<file path="src/rtl/cpu_pkg.sv">
// Shared core definitions for the fetch stage: reset PC, branch-counter
// encodings and the saturating counter helpers used by the BTB.
package cpu_pkg;

  localparam logic [31:0] RESET_PC_DEFAULT = 32'h0000_0000;
  localparam int          INSTR_BYTES      = 4;

  typedef enum logic [1:0] {
    SNT = 2'b00,
    WNT = 2'b01,
    WT  = 2'b10,
    ST  = 2'b11
  } ctr_t;

  localparam ctr_t ALLOC_CTR = WT;
  localparam ctr_t RESET_CTR = WNT;

  function automatic ctr_t sat_inc(input ctr_t c);
    case (c)
      SNT:     sat_inc = WNT;
      WNT:     sat_inc = WT;
      default: sat_inc = ST;
    endcase
  endfunction

  function automatic ctr_t sat_dec(input ctr_t c);
    case (c)
      ST:      sat_dec = WT;
      WT:      sat_dec = WNT;
      default: sat_dec = SNT;
    endcase
  endfunction

endpackage

</file>
<file path="src/rtl/fetch_stage_if.sv">
// Control/feedback bundle between the fetch stage and its surroundings
// (run/hazard control, EX redirect and BTB update, fetch PC outputs).
interface fetch_stage_if;
  logic        run;
  logic        bubble;
  logic        redirect;
  logic [31:0] redirect_pc;
  logic        upd_valid;
  logic [31:0] upd_pc;
  logic [31:0] upd_target;
  logic        upd_taken;
  logic [31:0] pc_out;
  logic        predict_taken;

  modport master (
    output run, bubble, redirect, redirect_pc,
    output upd_valid, upd_pc, upd_target, upd_taken,
    input  pc_out, predict_taken
  );

  modport slave (
    input  run, bubble, redirect, redirect_pc,
    input  upd_valid, upd_pc, upd_target, upd_taken,
    output pc_out, predict_taken
  );
endinterface

</file>
<file path="src/rtl/btb.sv">
// Direct-mapped branch target buffer with 2-bit saturating counters:
// combinational lookup port, synchronous update port.
module btb
  import cpu_pkg::*;
#(
  parameter int ENTRIES = 16
) (
  input  logic        clk,
  input  logic        rst_n,
  input  logic [31:0] lookup_pc,
  output logic        pred_taken,
  output logic [31:0] pred_target,
  input  logic        upd_en,
  input  logic [31:0] upd_pc,
  input  logic [31:0] upd_target,
  input  logic        upd_taken
);

  localparam int IDX_W = $clog2(ENTRIES);
  localparam int TAG_W = 30 - IDX_W;

  logic             valid_q  [ENTRIES];
  logic [TAG_W-1:0] tag_q    [ENTRIES];
  logic [31:0]      target_q [ENTRIES];
  ctr_t             ctr_q    [ENTRIES];

  logic [IDX_W-1:0] lk_idx;
  logic [TAG_W-1:0] lk_tag;
  logic [IDX_W-1:0] up_idx;
  logic [TAG_W-1:0] up_tag;
  logic             lk_hit;
  logic             up_hit;
  logic             unused_lsbs;

  // Instructions are word aligned, so the byte-offset bits take no part.
  assign unused_lsbs = ^{lookup_pc[1:0], upd_pc[1:0]};

  assign lk_idx = lookup_pc[IDX_W+1:2];
  assign lk_tag = lookup_pc[31:IDX_W+2];
  assign up_idx = upd_pc[IDX_W+1:2];
  assign up_tag = upd_pc[31:IDX_W+2];

  assign lk_hit      = valid_q[lk_idx] && (tag_q[lk_idx] == lk_tag);
  assign up_hit      = valid_q[up_idx] && (tag_q[up_idx] == up_tag);
  assign pred_taken  = lk_hit && ctr_q[lk_idx][1];
  assign pred_target = target_q[lk_idx];

  always_ff @(posedge clk or negedge rst_n) begin
    if (!rst_n) begin
      for (int i = 0; i < ENTRIES; i++) begin
        valid_q[i]  <= 1'b0;
        tag_q[i]    <= '0;
        target_q[i] <= '0;
        ctr_q[i]    <= RESET_CTR;
      end
    end else if (upd_en) begin
      if (up_hit) begin
        if (upd_taken) begin
          ctr_q[up_idx]    <= sat_inc(ctr_q[up_idx]);
          target_q[up_idx] <= upd_target;
        end else begin
          ctr_q[up_idx]    <= sat_dec(ctr_q[up_idx]);
        end
      end else if (upd_taken) begin
        // A taken miss replaces whatever lived at this index.
        valid_q[up_idx]  <= 1'b1;
        tag_q[up_idx]    <= up_tag;
        target_q[up_idx] <= upd_target;
        ctr_q[up_idx]    <= ALLOC_CTR;
      end
    end
  end

endmodule

</file>
<file path="src/rtl/fetch_stage.sv">
// Instruction-fetch stage: fetch PC register, next-PC selection
// (redirect > bubble hold > BTB prediction > PC+4) and the BTB.
module fetch_stage
  import cpu_pkg::*;
#(
  parameter int          BTB_ENTRIES = 16,
  parameter logic [31:0] RESET_PC    = RESET_PC_DEFAULT
) (
  input  logic            clk,
  input  logic            rst_n,
  fetch_stage_if.slave    bus
);

  logic [31:0] pc_q;
  logic [31:0] pc_next;
  logic        pred_taken;
  logic [31:0] pred_target;

  btb #(
    .ENTRIES (BTB_ENTRIES)
  ) u_btb (
    .clk         (clk),
    .rst_n       (rst_n),
    .lookup_pc   (pc_q),
    .pred_taken  (pred_taken),
    .pred_target (pred_target),
    .upd_en      (bus.run && bus.upd_valid),
    .upd_pc      (bus.upd_pc),
    .upd_target  (bus.upd_target),
    .upd_taken   (bus.upd_taken)
  );

  always_comb begin
    pc_next = pc_q + 32'(INSTR_BYTES);
    if (bus.redirect)    pc_next = bus.redirect_pc;
    else if (bus.bubble) pc_next = pc_q;
    else if (pred_taken) pc_next = pred_target;
  end

  always_ff @(posedge clk or negedge rst_n) begin
    if (!rst_n)       pc_q <= RESET_PC;
    else if (bus.run) pc_q <= pc_next;
  end

  assign bus.pc_out        = pc_q;
  assign bus.predict_taken = pred_taken;

endmodule

</file>
<file path="src/flat_wrapper.sv">
// flat-port wrapper written by rule: the top's interface ports become plain ports
module fetch_stage_flat import cpu_pkg::*;
#(
  parameter int          BTB_ENTRIES = 16,
  parameter logic [31:0] RESET_PC    = RESET_PC_DEFAULT
)
  (clk, rst_n, bus_run, bus_bubble, bus_redirect, bus_redirect_pc, bus_upd_valid, bus_upd_pc, bus_upd_target, bus_upd_taken, bus_pc_out, bus_predict_taken);
  fetch_stage_if bus_i ();
  input  logic clk;
  input  logic rst_n;
  input wire logic [$bits(bus_i.run)-1:0] bus_run;
  input wire logic [$bits(bus_i.bubble)-1:0] bus_bubble;
  input wire logic [$bits(bus_i.redirect)-1:0] bus_redirect;
  input wire logic [$bits(bus_i.redirect_pc)-1:0] bus_redirect_pc;
  input wire logic [$bits(bus_i.upd_valid)-1:0] bus_upd_valid;
  input wire logic [$bits(bus_i.upd_pc)-1:0] bus_upd_pc;
  input wire logic [$bits(bus_i.upd_target)-1:0] bus_upd_target;
  input wire logic [$bits(bus_i.upd_taken)-1:0] bus_upd_taken;
  output wire logic [$bits(bus_i.pc_out)-1:0] bus_pc_out;
  output wire logic [$bits(bus_i.predict_taken)-1:0] bus_predict_taken;
  assign bus_i.run = bus_run;
  assign bus_i.bubble = bus_bubble;
  assign bus_i.redirect = bus_redirect;
  assign bus_i.redirect_pc = bus_redirect_pc;
  assign bus_i.upd_valid = bus_upd_valid;
  assign bus_i.upd_pc = bus_upd_pc;
  assign bus_i.upd_target = bus_upd_target;
  assign bus_i.upd_taken = bus_upd_taken;
  assign bus_pc_out = bus_i.pc_out;
  assign bus_predict_taken = bus_i.predict_taken;
  fetch_stage #(.BTB_ENTRIES(BTB_ENTRIES), .RESET_PC(RESET_PC)) u_core (.clk(clk), .rst_n(rst_n), .bus(bus_i));
endmodule
</file>
<file path="config.mk">
export PLATFORM = sky130hd
export DESIGN_NAME = fetch_stage_flat
export DESIGN_NICKNAME = d
export VERILOG_FILES = /design/src/rtl/cpu_pkg.sv /design/src/rtl/fetch_stage_if.sv /design/src/rtl/btb.sv /design/src/rtl/fetch_stage.sv /design/src/flat_wrapper.sv
export SDC_FILE = /design/constraint.sdc
export NUM_CORES = 2
export LEC_CHECK = 0
export BUFFER_PORTS_ARGS = -buffer_cell sky130_fd_sc_hd__buf_2
export CAP_MARGIN = 20
export CORE_ASPECT_RATIO = 0.5
export CORE_UTILIZATION = 40
export CTS_BUF_LIST = sky130_fd_sc_hd__clkbuf_4 sky130_fd_sc_hd__clkbuf_8
export DETAILED_ROUTE_END_ITERATION = 10
export REMOVE_ABC_BUFFERS = 1
export SLEW_MARGIN = 0
export SYNTH_ARGS = -nofsm -noshare
export SYNTH_HDL_FRONTEND = slang
export SYNTH_SLANG_ARGS = --single-unit
</file>
<file path="constraint.sdc">
create_clock -name clk -period 6.15 [get_ports clk]
set_input_delay 0.9225 -clock clk [delete_from_list [all_inputs] [get_ports clk]]
set_output_delay 0.9225 -clock clk [all_outputs]
set_load 0.05 [all_outputs]
</file>
==> impl_metrics.csv <==
group,metric,value,unit
layout,register_area,0.0253,mm²
route,drt_iter0_markers,3109,
critical_path,start_kind,"flip-flop",
power_and_ir_drop,p_sw,5710,µW
clock_network,clock_sinks,1008,
critical_path,critPathMaxFanout,30,
yosys,synth_edf_count,0,
clock_network,cts_tree,"yes",
global_route,grt_pass1_wl,240000,µm
clock_network,cts_buffers,157,
yosys,synth_seq_cells,1008,
layout,finalNetCount,3770,
power_and_ir_drop,p_per_area,318,mW/mm²
clock_network,cts_root_buffer,"clkbuf_8",
global_route,grt_max_degree,195,
die,num_rows,93,
timing,worstMarginPinSlew,1.19,ns
route,route.detailed.drc,0,
layout,final_layout_size_suffix_gt1_share,50.0,%
global_route,grt_use_total,24.6,%
yosys,syn_area,0.0521,mm²
critical_path,endpoint_kind,"primary output",
critical_path,critPathRequiredTime,5.23,ns
power_and_ir_drop,p_int,12900,µW
critical_path,critPathSlowestCell,"a2111oi_0",
route,avgViaCountPerCell,6.01,
yosys,yosys.area_share.simple,4.37,%
yosys,yosys-top-cells-area,"dfrtp_1 48%, mux2_2 17%, mux4_2 14%",
timing,fin_crit,6.14,ns
clock_network,clk_latency,0.89,ns
yosys,synth_cell_types,76,
yosys,async_reset_ff_share,100,%
power_and_ir_drop,pwr-share-clk,32.6,%
yosys,syn-instance-count,3570,
die,die_h,257,µm
placed_design,port_buffers,133,
critical_path,critical_path.cell_chain,"mux4_2 -> mux2i_1 -> mux2i_1 -> buf_4 -> xor2_1 -> a2111oi_0 -> nand4_1 -> nor4_1 -> buf_4 -> buf_2",
yosys,synth_compound_area_share,3.49,%
critical_path,cp.arrival,5.22,ns
yosys,synth-main-ff-cell,"dfrtp_1",
die,start_util,40.4,%
clock_network,cts_buffer_depth,3,
layout,fillers,11300,
power_and_ir_drop,leakagePower,0.0262,µW
die,io_pins,136,
outcome,status,"finished, final reports clean",
yosys,synth_most_common_cell,"dfrtp_1",
yosys,synth_warnings,0,
timing,rsz0062_at_grt,"no",
placed_design,gp_congestion,0.907,
power_and_ir_drop,peakVddDrop,0.000158,V
timing,finalSetupViolations,0,
power_and_ir_drop,pwr-share-comb,22.9,%
job,cap_violations,0,
placed_design,dp_slack,0.907,ns
global_route,gr-total-overflow,0,
route,route.vias.total,33000,
yosys,avgSynthCellArea,14.6,µm²
worst_hold_path,hp-class,"input pin to flip-flop",
yosys,synth_top_family_by_area,"multiplexers",
placed_design,post-dp-hpwl,99200,µm
route,wl_per_cell,29.3,µm
route,ant_nets,0,
power_and_ir_drop,finalPower,18600,µW
clock_network,cts_max_level,4,
die,core_area,0.129,mm²
critical_path,critPathKind,"flip-flop to primary output",
global_route,grt_pass1_vias,34400,
yosys,synth-xor-area-share,1.04,%
timing,drv_slew,0,
clock_network,clk_pin_slew,0.07,ns
clock_network,post_cts_resized,0,
layout,syn_to_final_growth,12.2,%
yosys,synth_common_cells,"992 x dfrtp_1, 778 x mux2_2, 316 x mux4_2",
yosys,synth_fa_ha_area_share,0.0624,%
yosys,seq_area_frac_synth,48.4,%
yosys,synth_top_cell_by_area,"dfrtp_1",
critical_path,max_stage_delay,1.00,ns
timing,fin_crit_sh,99.8,%
timing,worst_slack,0.0119,ns
power_and_ir_drop,pwr-share-seq,44.4,%
route,drt_pre_antenna_iters,5,
die,die_w,512,µm
global_route,antenna_found_initial,10,
timing,hold_viol_final,0,
timing,maxSlewHeadroom,20.2,%
timing,clock_skew,0.0372,ns
yosys,synth_top_area_share,47.6,%
die,dieArea,0.132,mm²
route,totalWireLength,161000,µm
yosys,synth_mux_area_share,39.5,%
power_and_ir_drop,p_sw_share,30.7,%
timing,fmax,163,MHz
layout,multi_input_area,0.0254,mm²
-- metal layers --
metal | wire, µm | part of all wire (%) | global-route usage, % | vias to the layer above
met4 | 5290 | 3.3 | 9.43 | 8
met2 | 76400 | 47 | 39.0 | 1177
met5 | 46 | 0.029 | 0 | -
met1 | 68600 | 43 | 33.8 | 17900
met3 | 10600 | 6.6 | 4.24 | 277
li1 | - | - | - | 13700
-- worst paths after layout --
path                                   startpoint                       to  slack [ns]  cells past startpoint
max                          u_core.bus.pc_out[4]        bus_predict_taken        0.01                     10
min                            bus_redirect_pc[1]     u_core.bus.pc_out[1]        0.31                      3
max reg2reg                  u_core.bus.pc_out[2]    u_core.bus.pc_out[28]        1.24                     13
min reg2reg                u_core.u_btb.ctr_q[26]   u_core.u_btb.ctr_q[26]        0.48                      2
max in group asynchronous                   rst_n  u_core.u_btb.tag_q[323]        4.04                      4
min in group asynchronous                   rst_n  u_core.u_btb.tag_q[242]        0.57                      2
-- metrics by stage --
stage	util [%]	setup TNS (ns)	hold slack, ns	instances	cell area, µm²
finish	45.3	0	0.311	5498	58400
floorplan	-	-331.71	0.450	3240	50500
CTS	45.3	0	0.204	5492	58400
global placement	42.6	0	0.467	5211	55000
detailed placement	42.7	0	0.473	5213	55000
global route	45.3	0	0.299	5496	58400
-- power groups by stage --
stage                     clock, µW  sequential, µW  combinational (µW)
final                          6060            8250                4260
after global routing           6490            8350                4500
after CTS                      6190            8230                4240
after detailed placement          0            8360                4210
after global placement            0            8300                4140
after floorplan                   0            8380                2860
-- logic make-up after synthesis --
kind of cell / after synthesis
compound gates: 265
xor+xnor: 62
fa+ha+maj: 3
buf+inv: 348
flops: 1008
mux: 1477
simple gates: 407
-- sequential cells by signal, indices dropped and copies added, names as in the netlist --
register	cells
u_core.u_btb.ctr_q	32
u_core.bus.pc_out	32
u_core.u_btb.target_q	512
u_core.u_btb.valid_q	16
u_core.u_btb.tag_q	416
-- final cells by class --
type                            count  share of cell area [%]
Multi-Input combinational cell   2214                    43.5
Sequential cell                  1008                    43.2
Clock buffer                      243                    5.17
Timing Repair Buffer              267                    3.74
Tap cell                         1710                    3.66
Clock inverter                     34                   0.533
Inverter                           18                   0.120
Antenna cell                        4                  0.0171
-- worst max-delay path: cells and delay by family (launching register included) --
family	cells	cell delay [ns]
xor gates and xnor gates	1	0.16
and+or+nand+nor	2	0.86
AOI/OAI and AO/OA	1	1.00
muxes	3	0.75
DFF	1	0.86
buffers and inverters	3	0.66
-- cells in the final DEF, fill, tap and decap left out, types with 24 or more instances in the layout --
master	n
dfrtp_1	988
mux2_2	778
mux4_2	316
mux2i_1	212
clkbuf_8	191
mux2_4	171
buf_2	129
buf_4	96
nand2_1	80
a21oi_1	58
nand3_1	55
clkbuf_4	52
nor3_1	47
o21ai_0	43
xnor2_1	38
buf_12	35
nor2_1	32
a22o_1	31
a22oi_1	28
and3_1	26
xor2_1	24
-- timing repair --
| action | CTS | global route |
|---|---|---|
| cloned | 0 | 0 |
| hold endpoints to repair | 38 | 0 |
| endpoints found under the setup margin | 1 | 1 |
| setup buffers | 1 | 1 |
| hold buffers | 1 | 0 |
Note: power is estimated with default switching activity, not from simulation.
